### src/rtl/inert_pkg.sv
// Shared types and SPI command words for the inertial sensor front end.
package inert_pkg;

  typedef enum logic [3:0] {
    INIT_WAIT, CFG0, CFG1, CFG2, CFG3, IDLE,
    RD_PL, RD_PH, RD_AL, RD_AH, VLD
  } state_t;

  localparam logic [15:0] CMD_CFG0  = 16'h0D02;  // INT on data-ready
  localparam logic [15:0] CMD_CFG1  = 16'h1053;  // accel ODR
  localparam logic [15:0] CMD_CFG2  = 16'h1150;  // gyro ODR
  localparam logic [15:0] CMD_CFG3  = 16'h1460;  // rounding
  localparam logic [15:0] CMD_RD_PL = 16'hA200;
  localparam logic [15:0] CMD_RD_PH = 16'hA300;
  localparam logic [15:0] CMD_RD_AL = 16'hAC00;
  localparam logic [15:0] CMD_RD_AH = 16'hAD00;

  function automatic logic is_cmd(input state_t s);
    return s inside {CFG0, CFG1, CFG2, CFG3, RD_PL, RD_PH, RD_AL, RD_AH};
  endfunction

  function automatic logic [15:0] state_cmd(input state_t s);
    case (s)
      CFG0:    return CMD_CFG0;
      CFG1:    return CMD_CFG1;
      CFG2:    return CMD_CFG2;
      CFG3:    return CMD_CFG3;
      RD_PL:   return CMD_RD_PL;
      RD_PH:   return CMD_RD_PH;
      RD_AL:   return CMD_RD_AL;
      RD_AH:   return CMD_RD_AH;
      default: return 16'h0000;
    endcase
  endfunction

endpackage

### src/rtl/inert_intf_int_sync.sv
// Two-flop synchronizer for the sensor interrupt, plus a registered rising-edge pulse.
module int_sync (
  input  logic clk,
  input  logic rst,
  input  logic async_in,
  output logic rise
);

  logic [2:0] sff;

  always_ff @(posedge clk) begin
    if (rst) begin
      sff  <= 3'b000;
      rise <= 1'b0;
    end else begin
      sff  <= {sff[1:0], async_in};
      rise <= sff[1] & ~sff[2];
    end
  end

endmodule

### src/rtl/inert_intf.sv
// Sequences the 6-axis sensor over SPI: power-up wait, config writes, then
// a four-byte read per data-ready interrupt, presenting pitch rate and AZ.
module inert_intf
  import inert_pkg::*;
#(
  parameter int INIT_TMR_W = 16
) (
  input  logic        clk,
  input  logic        rst,
  input  logic        INT,
  input  logic        done,
  input  logic [15:0] rd_data,
  output logic        wrt,
  output logic [15:0] cmd,
  output logic        rdy,
  output logic        vld,
  output logic [15:0] ptch_rt,
  output logic [15:0] AZ
);

  state_t                state, nxt;
  logic [INIT_TMR_W-1:0] timer;
  logic                  pending;
  logic                  int_rise;
  logic                  enter_cmd;
  logic [7:0]            pl, ph, al;
  logic                  unused_rd_hi;

  assign unused_rd_hi = ^rd_data[15:8];

  int_sync u_sync (
    .clk      (clk),
    .rst      (rst),
    .async_in (INT),
    .rise     (int_rise)
  );

  always_ff @(posedge clk) begin
    if (rst) state <= INIT_WAIT;
    else     state <= nxt;
  end

  always_comb begin
    nxt = state;
    case (state)
      INIT_WAIT: if (&timer) nxt = CFG0;
      CFG0:      if (done) nxt = CFG1;
      CFG1:      if (done) nxt = CFG2;
      CFG2:      if (done) nxt = CFG3;
      CFG3:      if (done) nxt = IDLE;
      IDLE:      if (int_rise) nxt = RD_PL;
      RD_PL:     if (done) nxt = RD_PH;
      RD_PH:     if (done) nxt = RD_AL;
      RD_AL:     if (done) nxt = RD_AH;
      RD_AH:     if (done) nxt = VLD;
      // an edge landing in the VLD cycle itself must not be lost
      VLD:       nxt = (pending || int_rise) ? RD_PL : IDLE;
      default:   nxt = INIT_WAIT;
    endcase
  end

  assign enter_cmd = is_cmd(nxt) && (nxt != state);

  always_ff @(posedge clk) begin
    if (rst) begin
      timer   <= '0;
      wrt     <= 1'b0;
      cmd     <= 16'h0000;
      rdy     <= 1'b0;
      vld     <= 1'b0;
      ptch_rt <= 16'h0000;
      AZ      <= 16'h0000;
      pending <= 1'b0;
      pl      <= 8'h00;
      ph      <= 8'h00;
      al      <= 8'h00;
    end else begin
      if (state == INIT_WAIT && !(&timer))
        timer <= timer + {{(INIT_TMR_W-1){1'b0}}, 1'b1};
      wrt <= enter_cmd;
      if (enter_cmd) cmd <= state_cmd(nxt);
      vld <= (nxt == VLD);
      if (state == CFG3 && done) rdy <= 1'b1;

      if (state == VLD)
        pending <= 1'b0;
      else if (int_rise && rdy && state != IDLE)
        pending <= 1'b1;

      if (done) begin
        case (state)
          RD_PL: pl <= rd_data[7:0];
          RD_PH: ph <= rd_data[7:0];
          RD_AL: al <= rd_data[7:0];
          // AH goes straight to the output so both words land with vld
          RD_AH: begin
            ptch_rt <= {ph, pl};
            AZ      <= {rd_data[7:0], al};
          end
          default: ;
        endcase
      end
    end
  end

endmodule

### config.mk
export PLATFORM = sky130hd
export DESIGN_NAME = inert_intf
export DESIGN_NICKNAME = d
export VERILOG_FILES = /design/src/rtl/inert_pkg.sv /design/src/rtl/inert_intf_int_sync.sv /design/src/rtl/inert_intf.sv
export SDC_FILE = /design/constraint.sdc
export NUM_CORES = 1
export LEC_CHECK = 0
export ABC_AREA = 1
export BUFFER_PORTS_ARGS = -buffer_cell sky130_fd_sc_hd__buf_2
export CAP_MARGIN = 20
export CORE_MARGIN = 4
export CORE_UTILIZATION = 55
export DETAILED_ROUTE_END_ITERATION = 12
export PLACE_DENSITY = 0.79
export SLEW_MARGIN = 20
export SYNTH_ARGS = -nofsm -noshare
export SYNTH_HDL_FRONTEND = slang
export SYNTH_HIERARCHICAL = 1
export SYNTH_SLANG_ARGS = --single-unit
### constraint.sdc
create_clock -name clk -period 2.4 [get_ports clk]
set_clock_uncertainty 0.1 [all_clocks]
set_input_delay 0.48 -clock clk [delete_from_list [all_inputs] [get_ports clk]]
set_output_delay 0.48 -clock clk [all_outputs]
set_load 0.01 [all_outputs]
# --- After elaboration in Yosys (flattened, before gate mapping) ---
# Memory sizes are Yosys's and may differ from the RTL's. A register that Yosys moved wholly into a read port is not among the register bits.
# Index checks and enable logic that the tools add are counted.
word_totals:
  register_bits: 100
  word_cells: 66
  out_inout_bits: 51
  memories: 1
  romBits: 192
classes:
  mux: 12
  bitwise: 2
  n_reduce_logical: 15
  n_eq_ne: 21
  addsub: 1
memory_table:
  columns: ["memory", "depth", "width", "read_ports", "rd_ports_with_merged_regs", "write_ports", "line", "text"]
  rows:
  - ["(name not given)", 16, 12, 1, 1, 0, "inert_pkg.sv:23", "case (s)"]
op_table:
  columns: ["cell", "count"]
  rows:
  - ["$pmux 4 s11", 1]
  - ["$mux 4", 10]
  - ["$eq 4x3->1 const B", 7]
  - ["$eq 4x4->1 const B", 6]
  - ["$add 16x1->16 const B", 1]
  - ["$eq 4x2->1 const B", 4]
  - ["$reduce_and 16->1", 1]
  - ["$eq 4x1->1 const B", 2]
  - ["$reduce_and 2->1", 4]
  - ["$reduce_bool 8->1", 1]
  - ["$logic_and 1x1->1", 5]
  - ["$logic_not 4->1", 1]
  - ["$ne 4x3->1 const B", 1]
  - ["$ne 4x4->1", 1]
  - ["$mux 2", 1]
  - ["$reduce_or 2->1", 1]
  - ["$and 1x1->1", 1]
  - ["$logic_not 1->1", 1]
  - ["$logic_or 1x1->1", 1]
  - ["$not 1->1", 1]

# --- Depth between registers and ports, before layout ---
# Gate-level depths: netlist of run 1.
logic_depth:
  ltp_word: 6
  depth_mapped: 17

# --- Hierarchy ---
# The synthesis of run 1 kept the hierarchy.
modules_own_cells:
  columns: ["module", "instances", "cells_per_inst", "area_each_um2"]
  rows:
  - ["inert_intf", 1, 538, 3957.5]
  - ["int_sync", 1, 12, 115.1]

# --- Least setup slack after synthesis of run 1 ---
# OpenSTA, ideal clock, no wires.
synth_path:
  path_kind: "input to register"
  startpoint: "input done"
  endpoint: "register cmd[8]"
  stages: 16
  required_ns: 2.185
  setup_time_ns: 0.115
  setup_slack_ns: 0.156
  arrival_ns: 2.029
  path_cell_list: "inv_2 > nand2_1 > nand3_1 > nand2_1 > nor2_1 > nand2_2 > nor2_4 > inv_1 > ha_1 > nand2_1 > o21ai_1 > a21oi_2 > nand3_2 > buf_6 > a21oi_1 > nor2_1"
synth_via:
  elab_chain_cells: 5
  elab_cells_between_ends: 20
  cone_classes: "eq/ne: 9; mux: 9; reduce/logical: 2"
synth_rtl:
  columns: ["item", "line", "text"]
  rows:
  - ["from (decl)", "inert_intf.sv:11", "input logic done,"]
  - ["$mux 4 (tied with other cells)", "inert_intf.sv:55", "RD_AH: if (done) nxt = VLD;"]
  - ["$pmux 4 s11 *", "inert_intf.sv:45", "case (state)"]
  - ["via nxt[0]", "inert_intf.sv:21", "state_t state, nxt;"]
  - ["$eq 4x1->1 (tied with other cells)", "inert_pkg.sv:19", "return s inside {CFG0, CFG1, CFG2, CFG3, RD_PL, RD_PH, RD_AL, RD_AH};"]
  - ["$reduce_bool 8->1", "inert_pkg.sv:19", null]
  - ["$logic_and 1x1->1", "inert_intf.sv:62", "assign enter_cmd = is_cmd(nxt) && (nxt != state);"]
  - ["to (decl)", "inert_intf.sv:14", "output logic [15:0] cmd,"]
# Mark *: on every way through the listed nets, which the timed path passes. The rest lies on a longest branch.
# A chain may end at the register's enable or synchronous reset.

# --- Final worst setup path of run 1 ---
layout_path:
  startpoint: "register state[0]"
  endpoint: "register cmd[0]"
layout_via:
  elab_chain_cells: 5
  elab_cells_between_ends: 33
  cone_classes: "eq/ne: 19; mux: 11; reduce/logical: 3"
layout_rtl:
  columns: ["item", "line", "text"]
  rows:
  - ["from (decl)", "inert_intf.sv:21", null]
  - ["from (signal assigned)", "inert_intf.sv:40", "else state <= nxt;"]
  - ["$eq 4x4->1 (tied with other cells)", "inert_intf.sv:45", null]
  - ["$pmux 4 s11 *", "inert_intf.sv:45", null]
  - ["via nxt[0]", "inert_intf.sv:21", null]
  - ["$eq 4x1->1 (tied with other cells)", "inert_pkg.sv:19", null]
  - ["$reduce_bool 8->1", "inert_pkg.sv:19", null]
  - ["$logic_and 1x1->1", "inert_intf.sv:62", null]
# Marked as above.

==> results.json, run 1 <==
{
  "antenna_found_initial": 0,
  "gp_routability_congestion": 0.867,
  "grt_remaining_overflow": 0,
  "clock_power_share_pct": 39.3,
  "synth_area_leader_cell": "dfxtp_1",
  "hold_crit_start": "INT",
  "mappedNetlistArea_sq_um": 4070,
  "switching_share_pct": 23.6,
  "post-synth-top-area-fraction_pct": 46.2,
  "nFillCells": 610,
  "multi_input_area_sq_um": 2050,
  "coreArea_sq_um": 7210,
  "grt_start_max_net_pins": 74,
  "cts-root-buf": "clkbuf_8",
  "layout.area.seq_sq_um": 1910,
  "die_area_sq_um": 8850,
  "vias": 3710,
  "synth_edf_count": 0,
  "wirelength_um": 9160,
  "area_delta_synth_final_pct": 23.1,
  "finalCoreUtilization_pct": 69.5,
  "power.internal_mw": 2.09,
  "hold_class": "in -> reg",
  "cpMaxStageDelayCell": "dfxtp_2",
  "hold-worst-slack_ns": 0.213,
  "placedInstanceArea_sq_um": 4570,
  "route.antenna.remaining_nets": 0,
  "rows": 31,
  "asr_flop_ratio_synth_pct": 0,
  "post_synth.cell_area_avg_sq_um": 7.40,
  "worstPathBufferInverterCount": 3,
  "ys_types": 34,
  "gate_power_share_pct": 3.4,
  "r2r-start": "state[0]",
  "design.final.nets": 655,
  "synth_top_flop_cell": "dfxtp_1",
  "synth_seq_area_share_pct": 46.2,
  "overall_routing_resource_usage_pct": 20.9,
  "clk_latency_ns": 0.36,
  "boundaryPins": 71,
  "timing.max_cap.violations": 0,
  "place.port_buffers": 58,
  "design_area_sq_um": 5010,
  "cts_max_path_buffers": 2,
  "critical-path-top-delay-family": "simple AND/OR/NAND/NOR gates",
  "drive_above_1_share_pct": 30.2,
  "grt_pass1_wl_um": 14700,
  "drc": 0,
  "vdd_drop_max_v": 0.000286,
  "fp.dieW_um": 94.1,
  "p_leak_nw": 2.24,
  "final.min_clock_period_ns": 2.30,
  "detailed_place_hpwl_um": 6270,
  "antennaDiodeCount": 0,
  "clk_pin_slew_ns": 0.09,
  "critical_path.startpoint_type": "flip-flop",
  "p_sw_mw": 0.644,
  "worst_setup_path_startpoint": "state[0]",
  "worst-endpoint-required_ns": 2.55,
  "dr.first_iter.drc_count": 124,
  "first_global_vias": 3316,
  "initial_core_util_pct": 56.5,
  "average_via_count_per_standard_cell": 5.05,
  "maximum_achievable_frequency_mhz": 435,
  "cts_htree_levels": 3,
  "ys_seq_elements": 94,
  "clock_sink_count": 94,
  "finalSetupViolCount": 0,
  "wl_per_cell_um": 12.5,
  "syn_inst": 550,
  "arrival_time_at_the_worst_endpoint_ns": 2.45,
  "pwr_density_cell_nw_per_um2": 545,
  "timing.critical_path.fanout_max": 4,
  "slowest_delay_ns": 0.35,
  "cts_made_buffers": 9,
  "crit_type": "reg -> reg",
  "synth.yosys.warnings": 18,
  "power.sequential.fraction_pct": 57.3,
  "final_slew_viol_count": 0,
  "ys_top_cells_by_area": "dfxtp_1, nor2_1, o21ai_0, nand2_1, nand3_2",
  "detailedRoute.firstPassIterationCount": 6,
  "ff2ff_setup_slack_ns": 0.10,
  "period_share_pct": 95.8,
  "chipHeight_um": 94.1,
  "finalHoldViolCount": 0,
  "status": "finished, final reports clean",
  "cell_by_cell_trace_of_the_critical_path": "buf_4 > nand2_2 > nor2_2 > o21ai_1 > nand2_2 > nor2_4 > inv_2 > ha_4 > nor2_4 > o21ai_2 > a21oi_2 > nand3_4 > buf_6 > nand3_2 > o21ai_1",
  "critical_path.endpoint_type": "flip-flop",
  "cts_tree": "yes"
}
==> flip-flops by register name, indices dropped and copies added, names as in the netlist <==
| name | count |
|---|---|
| ptch_rt | 16 |
| pl | 8 |
| ph | 8 |
| AZ | 16 |
| state | 4 |
| rdy | 1 |
| cmd | 10 |
| al | 8 |
| wrt | 1 |
| vld | 1 |
| u_sync/rise | 1 |
| pending | 1 |
| timer | 16 |
| u_sync/sff | 3 |
==> routing by layer <==
metal  track usage (%)  vias up  wire length (um)
met5                 0        -                 0
met4              6.74        0               197
met2              36.4       94              4610
met1              25.1     1687              3910
li1                  -     1911                 -
met3              5.53       18               445
==> worst reg2reg max path, cell delays in order, from the launching register on <==
cell     delay [ns]
dfxtp_2        0.35
buf_4          0.14
nand2_2        0.07
nor2_2         0.05
o21ai_1        0.16
nand2_2        0.10
nor2_4         0.17
inv_2          0.08
ha_4           0.17
nor2_4         0.13
o21ai_2        0.07
a21oi_2        0.15
nand3_4        0.13
buf_6          0.16
nand3_2        0.09
o21ai_1        0.08
==> final timing paths <==
path / end / cells after the start
hold reg to reg: u_sync/rise / 1
hold / removal: u_sync/sff[0] / 3
setup reg to reg: cmd[0] / 15
setup / recovery: cmd[0] / 15
==> synthesized netlist by cell type, types with 3 or more instances <==
library cell  count
a21oi_1          19
a21oi_2           7
buf_4             6
clkbuf_1         14
dfxtp_1          94
ha_1              5
inv_1            29
inv_2            12
nand2_1          71
nand2_2           5
nand3_1          20
nand3_2          12
nor2_1          149
nor2_2            3
nor2_4            4
nor3_1            5
o21ai_0          65
o21ai_1           5
xor2_1            3
==> area by class of cell <==
class	instances	share of cell area, %
multi-input cells	393	41.0
flip-flops and latches	94	38.0
repair buffers	90	11.1
inverters	42	3.30
clock buffers	9	2.47
well taps	99	2.47
clock inverters	7	1.62
==> placed cells by master, fill, tap and decap left out, types with 4 or more instances in the layout <==
cell / instances
nor2_1: 141
dfxtp_1: 83
nand2_1: 66
o21ai_0: 65
buf_2: 58
inv_1: 27
buf_4: 27
a21oi_1: 18
nand3_1: 16
nand3_2: 14
inv_2: 11
clkbuf_8: 9
nand2_2: 8
nor2_4: 8
a21oi_2: 8
nor2_2: 7
dfxtp_2: 7
nor3_1: 5
nand2_4: 4
o21ai_1: 4
conb_1: 4
buf_6: 4
dfxtp_4: 4
==> metrics by stage <==
step	TNS [ns]	worst slack (ns)	cells	power, mW
finish	0	0.101	734	2.73
global route	-0.0472	-0.0436	734	2.85
CTS	0	0.00871	728	2.76
detailed placement	-0.908	-0.139	711	1.70
global placement	-0.717	-0.0946	711	1.69
floorplan	0	0.156	553	1.66
==> cells by family (layout without fill, tap and decap cells) <==
family	Yosys count	count (layout)	share of synthesized area [%]
compound gates	98	98	12.7
xor+xnor	4	4	0.860
fa+ha+maj	5	5	1.54
buf+inv	66	148	7.07
flops	94	94	46.2
other cells	1	4	0.0921
simple gates	282	282	31.5
==> timing repair <==
action                     in CTS  in global routing
setup endpoints to repair      11                 11
buffers inserted                1                  6
gates resized for setup         7                 52
hold buffers                    0                  0
cloned                          0                  0
pin swaps                       3                 18
==> power by group through the flow <==
stage / combinational [mW] / clock, mW / sequential (mW)
floorplan: 0.0586 / 0 / 1.61
global placement: 0.0886 / 0 / 1.61
detailed placement: 0.0907 / 0 / 1.61
CTS: 0.0919 / 1.10 / 1.57
global route: 0.106 / 1.18 / 1.57
finish: 0.0926 / 1.07 / 1.57
(Power assumes the default switching activity.)
==> inputs of run 2 (changes only) <==
--- a/config.mk
+++ b/config.mk
@@ -11,5 +11,5 @@
 export CORE_MARGIN = 4
-export CORE_UTILIZATION = 55
+export CORE_UTILIZATION = 50
 export DETAILED_ROUTE_END_ITERATION = 12
-export PLACE_DENSITY = 0.79
+export PLACE_DENSITY = 0.72
 export SLEW_MARGIN = 20
--- a/constraint.sdc
+++ b/constraint.sdc
@@ -4,2 +4,2 @@
 set_output_delay 0.48 -clock clk [all_outputs]
-set_load 0.01 [all_outputs]
+set_load 0.05 [all_outputs]
==> results.json, run 2 (same netlist as run 1, synthesis figures left out) <==
{
  "status": "finished, final reports clean",
  "detailed_place_hpwl_um": 6340,
  "clock_sink_count": 94,
  "boundaryPins": 71,
  "wl_per_cell_um": 12.3,
  "timing.setup.tns_ns": 0,
  "fp.dieW_um": 98.3,
  "cts_hold_buffers": 0,
  "dr.first_iter.drc_count": 109,
  "top_regs": "AZ (16), ptch_rt (16), timer (16)",
  "final.min_clock_period_ns": 2.32,
  "arrival_time_at_the_worst_endpoint_ns": 2.52,
  "vdd_drop_max_v": 0.000417,
  "vias": 3713,
  "rows": 32,
  "timing.critical_path.fanout_max": 7,
  "max_slew.worst_pin.slew_ns": 0.613,
  "hold_class": "in -> reg",
  "finalHoldViolCount": 0,
  "wirelength_um": 9030,
  "design.final.nets": 655,
  "grt_remaining_overflow": 0,
  "placedInstanceArea_sq_um": 4590,
  "finalPower_mw": 2.64,
  "timing.max_cap.violations": 0,
  "critical_path.startpoint_type": "flip-flop",
  "period_share_pct": 96.9,
  "hold-worst-slack_ns": 0.233,
  "grt_pass1_wl_um": 15300,
  "cts_made_buffers": 9,
  "rsz0062_at_grt": "yes",
  "worst_setup_slack_final_ns": 0.0755,
  "p_leak_nw": 2.21,
  "cts-root-buf": "clkbuf_8",
  "drc": 0,
  "worst-endpoint-required_ns": 2.60,
  "pwr_density_cell_nw_per_um2": 527,
  "antenna_found_initial": 0,
  "place_worst_setup_slack_ns": -0.211,
  "antennaDiodeCount": 0,
  "route.antenna.remaining_nets": 0,
  "finished_layout_cells": 737,
  "cts_max_path_buffers": 2,
  "finalSetupViolCount": 0,
  "final_slew_viol_count": 0,
  "drive_above_1_share_pct": 30.7,
  "initial_core_util_pct": 52.2,
  "overall_routing_resource_usage_pct": 18.9,
  "place.port_buffers": 58,
  "grt_start_max_net_pins": 74,
  "gp_routability_congestion": 0.856,
  "dp_cells": 718,
  "maximum_achievable_frequency_mhz": 430,
  "clk_latency_ns": 0.35,
  "detailedRoute.firstPassIterationCount": 4,
  "layout_common_cells": "nor2_1, dfxtp_1, o21ai_0",
  "design_area_sq_um": 5000,
  "timing.max_slew.rel_slack_pct": 59.1,
  "first_global_vias": 3378,
  "cts_htree_levels": 3,
  "crit_type": "reg -> reg",
  "critical_path.endpoint_type": "flip-flop",
  "area_delta_synth_final_pct": 22.8,
  "coreArea_sq_um": 7810,
  "average_via_count_per_standard_cell": 5.04,
  "finalCoreUtilization_pct": 64.1,
  "clk_pin_slew_ns": 0.09,
  "cts_tree": "yes",
  "layout.cells.most_common": "nor2_1",
  "die_area_sq_um": 9650,
  "chipHeight_um": 98.3
}
[run 2: cell types whose count changed in the layout (fill, tap and decap cells not counted), moves of 3 or more]
cell     before  now
nor2_2        7    4
nand2_2       8   16
nand2_1      66   57
dfxtp_1      83   86
dfxtp_2       7    4
[run 2: power breakdown]
part | switching, mW | internal (mW)
combinational | 0.0729 | 0.0288
clock | 0.558 | 0.410
sequential | 0.00541 | 1.56
total | 0.636 | 2.00
[run 2: routing by layer]
metal  part of all wire [%]  wire length [um]  GRT usage (%)
met2                     48              4350           32.3
met3                    4.8               437           3.21
met1                     45              4050           23.9
met4                    2.2               201           7.35
met5                      0                 0              0
[run 2: area by class of cell]
class	count	area (sq um)
clock inverters	6	46.3
well taps	102	128
inverters	42	163
fillers	722	2810
repair buffers	90	542
multi-input cells	393	2080
clock buffers	10	138
flip-flops and latches	94	1900
[run 2: repair_timing]
item                                   in CTS  in global routing
gates resized for setup                     5                 57
buffers inserted                            1                  2
pin swaps                                   1                 16
endpoints found under the hold margin       0                  0
setup endpoints to repair                  11                 11
[run 2: critical path, stage by stage, from the launching register on]
cell and delay [ns]:
dfxtp_2 0.34, ha_2 0.19, nand3_1 0.10, nor2_2 0.05
nand3_1 0.10, nand2_2 0.08, nor2_4 0.18, inv_2 0.09
ha_4 0.16, nor2_1 0.11, o21ai_1 0.09, a21oi_2 0.14
nand3_2 0.15, buf_6 0.18, nand3_2 0.07, nand2_1 0.05
nor2_1 0.10
[run 2: final timing paths]
check / startpoint / end / slack [ns] / cells past startpoint
worst max-delay path: timer[0] / cmd[9] / 0.08 / 16
worst min-delay path: INT / u_sync/sff[0] / 0.23 / 3
worst max register to register: timer[0] / cmd[9] / 0.08 / 16
worst min register to register: u_sync/sff[2] / u_sync/rise / 0.30 / 1
